===== src/rtl/din_pulse_divider.sv =====
// Per-channel event divider: each channel emits a one-cycle dout pulse on every
// div-th sampled din high, with a divisor latched on leaving IDLE.
module din_pulse_divider #(
  parameter int unsigned CH      = 4,
  parameter int unsigned CNT_W   = 4,
  parameter bit          REG_OUT = 1'b0
) (
  input  logic             clk,
  input  logic             rst,
  input  logic             en,
  input  logic             clr,
  input  logic [CNT_W-1:0] div,
  input  logic [CH-1:0]    din,
  output logic [CH-1:0]    dout,
  output logic [CH-1:0]    busy,
  output logic [CH-1:0]    err
);

  typedef enum logic {
    IDLE  = 1'b0,
    COUNT = 1'b1
  } state_e;

  state_e [CH-1:0]            state_q, state_d;
  logic   [CH-1:0][CNT_W-1:0] cnt_q, cnt_d;
  logic   [CH-1:0][CNT_W-1:0] div_q, div_d;
  logic   [CH-1:0]            err_q, err_d;
  logic   [CH-1:0]            dout_q, dout_d;
  logic   [CH-1:0]            term_c;

  // Per-channel next-state; clr overrides everything, en=0 freezes the channel.
  always_comb begin
    state_d = state_q;
    cnt_d   = cnt_q;
    div_d   = div_q;
    err_d   = err_q;
    term_c  = '0;
    for (int unsigned c = 0; c < CH; c++) begin
      term_c[c] = (state_q[c] == COUNT) && en && din[c] && !clr &&
                  (cnt_q[c] == div_q[c] - CNT_W'(1));
      if (clr) begin
        state_d[c] = IDLE;
        cnt_d[c]   = '0;
        err_d[c]   = 1'b0;
      end else if (en) begin
        unique case (state_q[c])
          IDLE: begin
            if (div != '0) begin
              state_d[c] = COUNT;
              div_d[c]   = div;
              cnt_d[c]   = '0;
            end else begin
              err_d[c] = 1'b1;
            end
          end
          COUNT: begin
            if (din[c]) begin
              cnt_d[c] = term_c[c] ? '0 : cnt_q[c] + CNT_W'(1);
            end
          end
          default: state_d[c] = IDLE;
        endcase
      end
    end
    dout_d = term_c;
  end

  always_ff @(posedge clk or negedge rst) begin
    if (!rst) begin
      state_q <= {CH{IDLE}};
      cnt_q   <= '0;
      div_q   <= '0;
      err_q   <= '0;
      dout_q  <= '0;
    end else begin
      state_q <= state_d;
      cnt_q   <= cnt_d;
      div_q   <= div_d;
      err_q   <= err_d;
      dout_q  <= dout_d;
    end
  end

  always_comb begin
    busy = '0;
    for (int unsigned c = 0; c < CH; c++) begin
      busy[c] = (state_q[c] == COUNT);
    end
  end

  assign dout = REG_OUT ? dout_q : term_c;
  assign err  = err_q;

endmodule

===== config.mk =====
export PLATFORM = sky130hd
export DESIGN_NAME = din_pulse_divider
export DESIGN_NICKNAME = d
export VERILOG_FILES = /design/src/rtl/din_pulse_divider.sv
export SDC_FILE = /design/constraint.sdc
export NUM_CORES = 1
export LEC_CHECK = 0
export CAP_MARGIN = 10
export CORE_MARGIN = 10
export CORE_UTILIZATION = 37
export CTS_CLUSTER_DIAMETER = 50
export CTS_CLUSTER_SIZE = 24
export DETAILED_ROUTE_END_ITERATION = 6
export GPL_TIMING_DRIVEN = 0
export SLEW_MARGIN = 20
export SYNTH_ARGS = -nofsm -noshare
export SYNTH_HDL_FRONTEND = slang
export SYNTH_SLANG_ARGS = --single-unit

===== constraint.sdc =====
create_clock -name clk -period 2.24 [get_ports clk]
set_input_delay 0.448 -clock clk [delete_from_list [all_inputs] [get_ports clk]]
set_output_delay 0.448 -clock clk [all_outputs]
set_load 0.01 [all_outputs]

==> impl_results.md, run 1 <==
- Distinct cells, synth: 40
- Rel. slew slack: 66.22%
- Vias in the first global route: 1587
- Final instance area: 0.002704 sq mm
- Hold crit path type: input port to asynchronous set/reset pin
- Chip width: 96.60 microns
- Post-synth EDFFs: 0
- Buffers on Ports: 22
- Adder-cell share of the synthesized area: 4.611%
- Placed cell areas: 0.002496 sq mm
- Post-Syn Instances: 198
- Final period util: 96.20%
- Mean Syn Cell Area: 10.96 sq um
- Mapped Area: 0.002171 sq mm
- First-pass GRT wire length: 7.990 mm
- Root cell of the clock tree: clkbuf_8
- Crit start category: register
- Clk_lat worst skew: 300 ps
- WP data arrival: 1710 ps
- Pre-antenna DRT Iters: 4
- DR WL met2: 2.303 mm
- DRC: 0
- Detail Placement HPWL: 3.491 mm
- Setup_tns: 0 ps
- GRT Resource Usage Total: 11.09%
- Nets: 257
- DR WL met3: 194 microns
- Outcome: complete, no violations
- Htree depth: 2
- Layout cell share with drive strength beyond 1: 21.43%
- Starting Density: 38.71%
- Detail Route Antenna Nets: 0
- Critical path peak fanout: 3
- Most frequent cells in the layout: dfrtp_1 (40), xnor2_1 (20), mux2_2 (19)
- Setup CP Type: register to output port
- Largest family of logic cells by synthesized area: simple AND/OR/NAND/NOR gates
- Syn. warnings: 0
- Tightest Pin Transition: 506.7 ps
- Clock tree buffer depth: 2
- WL final: 4.708 mm
- Cell Rows: 27
- Final Skew: 4.041 ps
- Fin. max-slew vios: 0
- ANT cells: 0
- M1 WL: 2.134 mm
- Synth Register Bits: 40
- Commonest non-fill, non-tap cell in the layout: dfrtp_1
- Setup-failing EPs final: 0
- Seq/Total Area, Yosys: 46.11%
- Async S/R FF share, synth: 100.0%
- Final Wtd Congestion: 0.7648
- Vias: 1586
- Mux contribution to synthesized area: 11.30%
- # clock sinks: 40
- Net Count, Synth: 218
- Vias per cell: 5.116
- Io pins: 24
- Die Span Y: 96.60 microns
- Fill count: 550
- Required time worst endpoint: 1790 ps
- Worst setup EP type: output port
- Synth Area in XOR/XNOR: 11.59%
- VDD IR-drop max: 0.3738 mV
- Largest net degree at the start of global routing: 29
- Overall die area: 0.009331 sq mm
- Synth-to-layout area growth: 24.55%
- Initial antenna violation count: 0
- Power density over the cells: 751.2 mW/mm^2
- Leak Pwr: 1.206 nW
- Clock transition at path regs: 80 ps
- GRT overflow: 0
- CTS buffer count: 5
- Period minus WS final: 2155 ps
- WL/cell: 15.19 microns
- Ys flop type: dfrtp_1
- Initial drt markers: 42
- Final hold vios: 0
- Post-Synth Simple-Gate Area: 12.28%
- # hold bufs at CTS: 0
- Core ar.: 0.005608 sq mm
- Fmax: 464.1 MHz
- Top Layer Used: met4
- Reported max-cap violation count: 0
- CTS tree: built
- Synth Area in Compound Gates: 11.12%
-- critical path, stage by stage (launching register included) --
cell	delay, ps
dfrtp_1	410
inv_1	70
ha_1	160
xor3_1	250
nor3_2	200
and3_4	200
buf_2	120
-- power by group --
part	switching, mW	internal [mW]	leakage (nW)
Sequential	0.0667	0.800	0.516
Clock	0.261	0.393	0.0645
Combinational	0.234	0.277	0.625
-- cells by family (layout without fill, tap and decap cells) --
logic type	after synthesis	after routing
buffers and inverters	17	57
AOI/OAI and AO/OA	34	34
adders and majority gates	8	8
DFF	40	40
and+or+nand+nor	50	50
muxes	22	22
xor gates and xnor gates	27	27
-- layout make-up --
cell class	count	area, sq um	area share, %
inverters	14	52.55	1.944
clock inverters	1	30.03	1.111
plain buffers	3	12.51	0.4627
repair buffers	32	285.3	10.55
well taps	72	90.09	3.332
flip-flops and latches	40	1001	37.02
multi-input cells	141	1136	42.02
clock buffers	7	96.34	3.563
-- stage by stage --
step,hold slack [ps],util [%],worst slack [ps],power [mW],cells
finish,45.44,48.22,85.10,2.031,310
global route,48.34,48.22,-1.205,2.157,310
floorplan,152.4,-,453.8,1.209,198
global placement,491.3,44.24,-365.9,1.327,292
detailed placement,370.1,44.51,-382.8,1.343,293
CTS,51.86,47.39,4.862,2.027,304
-- worst paths after layout --
kind	start	endpoint	slack [ps]	depth (start not counted)
min in group clk	err[2]$_DFFE_PN0P_	err[2]$_DFFE_PN0P_	510	2
worst min register to register	err[2]$_DFFE_PN0P_	err[2]$_DFFE_PN0P_	510	2
worst max register to register	div_q[5]$_DFFE_PN0P_	cnt_q[4]$_DFFE_PN0P_	560	6
worst max-delay path	div_q[8]$_DFFE_PN0P_	dout[2]	90	6
max in group asynchronous	rst	cnt_q[14]$_DFFE_PN0P_	1740	2
worst min-delay path	rst	cnt_q[7]$_DFFE_PN0P_	50	1
-- routing by layer --
metal,vias to the layer above,track usage (%)
li1,781,-
met1,779,13.61
met2,21,17.98
met3,5,3.392
met4,0,3.995
met5,-,0
-- sequential cells by signal, summed over array words and instances (netlist names) --
register  flops
busy          4
cnt_q        16
div_q        16
err           4
-- synth_stat cells, types with 3 or more instances --
| cell type | number | area share (%) |
|---|---|---|
| inv_1 | 14 | 2.4 |
| a21oi_1 | 3 | 0.69 |
| dfrtp_1 | 40 | 46 |
| nand3_1 | 7 | 1.6 |
| xor2_1 | 6 | 2.4 |
| xnor2_1 | 20 | 8.1 |
| a31oi_1 | 5 | 1.4 |
| o21ai_0 | 8 | 1.8 |
| nor2_1 | 17 | 2.9 |
| a22o_1 | 8 | 3.2 |
| nand2_1 | 5 | 0.86 |
| nor3_1 | 6 | 1.4 |
| mux2_2 | 19 | 9.9 |
| ha_1 | 8 | 4.6 |
-- timing repair --
action	in CTS	in global routing
endpoints found under the hold margin	0	0
setup endpoints to repair	5	4
resized for setup	11	9
gates cloned	0	0
pin swaps	2	4
setup buffers	3	6
No activity file was read; power rests on OpenSTA's default activity.
==> run 2: changes to the inputs <==
CORE_MARGIN = default   (was 10)
HOLD_SLACK_MARGIN = 0.06   (was default)
==> run 2 against run 1 <==
First-iteration DRC count increased by 67%. Sequential power hardly changed. Utilization shrank 0.87 points. Design area down 2.4%. Critical path depth unchanged. Non-clock buffer count down 1. Power shrank 8.7%. Combinational power up 3%. Critical path type unchanged.
==> impl_results.md, run 2 (same netlist as run 1, synthesis figures left out) <==
- Outcome: complete, no violations
- Die Span Y: 78.60 microns
- Layout cell share with drive strength beyond 1: 19.49%
- Setup-failing EPs final: 0
- Area taken by flip-flops and latches: 0.001001 sq mm
- Buffers on Ports: 22
- Nets: 256
- Leak Pwr: 1.170 nW
- Synth-to-layout area growth: 21.56%
- Area of the multi-input gates: 0.001129 sq mm
- Final worst setup slack: 119.0 ps
- Reported max-cap violation count: 0
- RSZ-0062 raised after global routing: no
- DRC: 0
- Overall die area: 0.006177 sq mm
- Fill count: 526
- Starting Density: 38.95%
- Final Wtd Congestion: 0.7764
- Io pins: 24
- Cell Rows: 27
- Initial antenna violation count: 0
- Slowest CP cell: dfrtp_1
- GRT Resource Usage Total: 15.96%
- Final hold vios: 0
- Power density over the cells: 702.4 mW/mm^2
- Required time worst endpoint: 1790 ps
- VDD IR-drop max: 0.3450 mV
- Min-delay src: err[3]$_DFFE_PN0P_
- Final design utilization: 47.34%
- Final instance area: 0.002639 sq mm
- # clock sinks: 40
- CTS tree: built
- Tightest Pin Transition: 500.6 ps
- Chip width: 78.60 microns
- Clock tree buffer depth: 2
- Placed cell count: 293
- Setup CP Type: register to output port
- Crit path largest cell delay: 380 ps
- Pre-antenna DRT Iters: 4
- Clock transition at path regs: 80 ps
- GRT overflow: 0
- Vias: 1563
- Layout Cells excl Fill: 308
- Clk_lat worst skew: 290 ps
- Fin. max-slew vios: 0
- Hold Path Stages: 2
- ANT cells: 0
- Commonest non-fill, non-tap cell in the layout: dfrtp_1
- Most frequent cells in the layout: dfrtp_1 (40), xnor2_1 (19), mux2_2 (19)
- Final period util: 94.69%
- First-pass GRT wire length: 7.610 mm
- Final Skew: 6.556 ps
- Htree depth: 2
- R2R Path End: cnt_q[0]$_DFFE_PN0P_
- Rel. slew slack: 66.63%
- Worst R2R Start: div_q[1]$_DFFE_PN0P_
- Worst reg2reg path depth: 7
- Root cell of the clock tree: clkbuf_8
- Placed cell areas: 0.002496 sq mm
- Largest net degree at the start of global routing: 29
- Worst setup EP type: output port
- WP data arrival: 1670 ps
- Initial drt markers: 70
- Period minus WS final: 2121 ps
- CTS buffer count: 5
- Core ar.: 0.005574 sq mm
- Critical path peak fanout: 3
- Vias in the first global route: 1571
- Detail Placement HPWL: 3.121 mm
- Hold crit path type: register to register
- Vias per cell: 5.075
- Detail Route Antenna Nets: 0
- Worst Hold End: err[3]$_DFFE_PN0P_
- Internal reg-to-reg setup slack: 440 ps
- Tot Pwr: 1.853 mW
- Biggest regs: cnt_q: 16 flops, div_q: 16 flops
- Crit start category: register
- WL final: 4.453 mm
- Fmax: 471.5 MHz
- WL/cell: 14.46 microns
- Pre-CTS setup slack: -379.4 ps
- Crit-path cells: inv_1, ha_1, xnor2_1, nor3_2, and3_1, buf_2
==> run 2: what timing repair did <==
| item | 4_1_cts | 5_1_grt |
|---|---|---|
| hold endpoints to repair | 12 | 0 |
| setup endpoints to repair | 5 | 4 |
| pin swaps | 3 | 3 |
| hold buffers | 1 | 0 |
| gates resized for setup | 11 | 7 |
| setup buffers | 3 | 4 |
==> run 2: worst max-delay path: cells and delay by family (launching register included) <==
kind	cells	cell delay [ps]
fa+ha+maj	1	300
flops	1	380
buf+inv	2	190
simple gates	2	380
xor+xnor	1	140
==> run 2: how the worst max path moves through the flow <==
stage / slack (ps) / to / depth (start not counted) / from
2_1_floorplan: 450 / dout[2] / 5 / div_q[8]$_DFFE_PN0P_
3_3_place_gp: -380 / cnt_q[4]$_DFFE_PN0P_ / 5 / div[0]
3_5_place_dp: -380 / dout[2] / 5 / en
5_1_grt: 0.6 / dout[2] / 6 / div_q[8]$_DFFE_PN0P_
4_1_cts: 10 / dout[0] / 7 / div_q[1]$_DFFE_PN0P_
6_report: 120 / dout[2] / 6 / div_q[8]$_DFFE_PN0P_
==> run 2: routing by layer <==
metal / global-route usage (%) / up-vias / wire length [microns]
met5: 0 / - / 0
met4: 5.000 / 0 / 23
met3: 3.721 / 2 / 147
met2: 25.30 / 20 / 2086
met1: 21.46 / 759 / 2195
li1: - / 782 / -
==> run 2: metrics by stage <==
step | TNS [ps] | hold slack (ps)
detailed placement | -6026 | 367.1
global placement | -19750 | 489.3
global route | 0 | 540.4
floorplan | 0 | 152.4
CTS | 0 | 508.9
finish | 0 | 509.3
==> run 2: final cells by class <==
type,count,area share [%]
Clock inverter,1,0.1897
Buffer,3,0.4742
Tap cell,72,3.414
Timing Repair Buffer,31,10.48
Inverter,14,1.991
Clock buffer,6,2.750
Multi-Input combinational cell,141,42.77
Sequential cell,40,37.93
==> run 2: where the power goes <==
part           total [mW]  internal [mW]  switching [mW]
clock network       0.460          0.212           0.248
registers           0.868          0.800          0.0672
logic               0.526          0.288           0.237
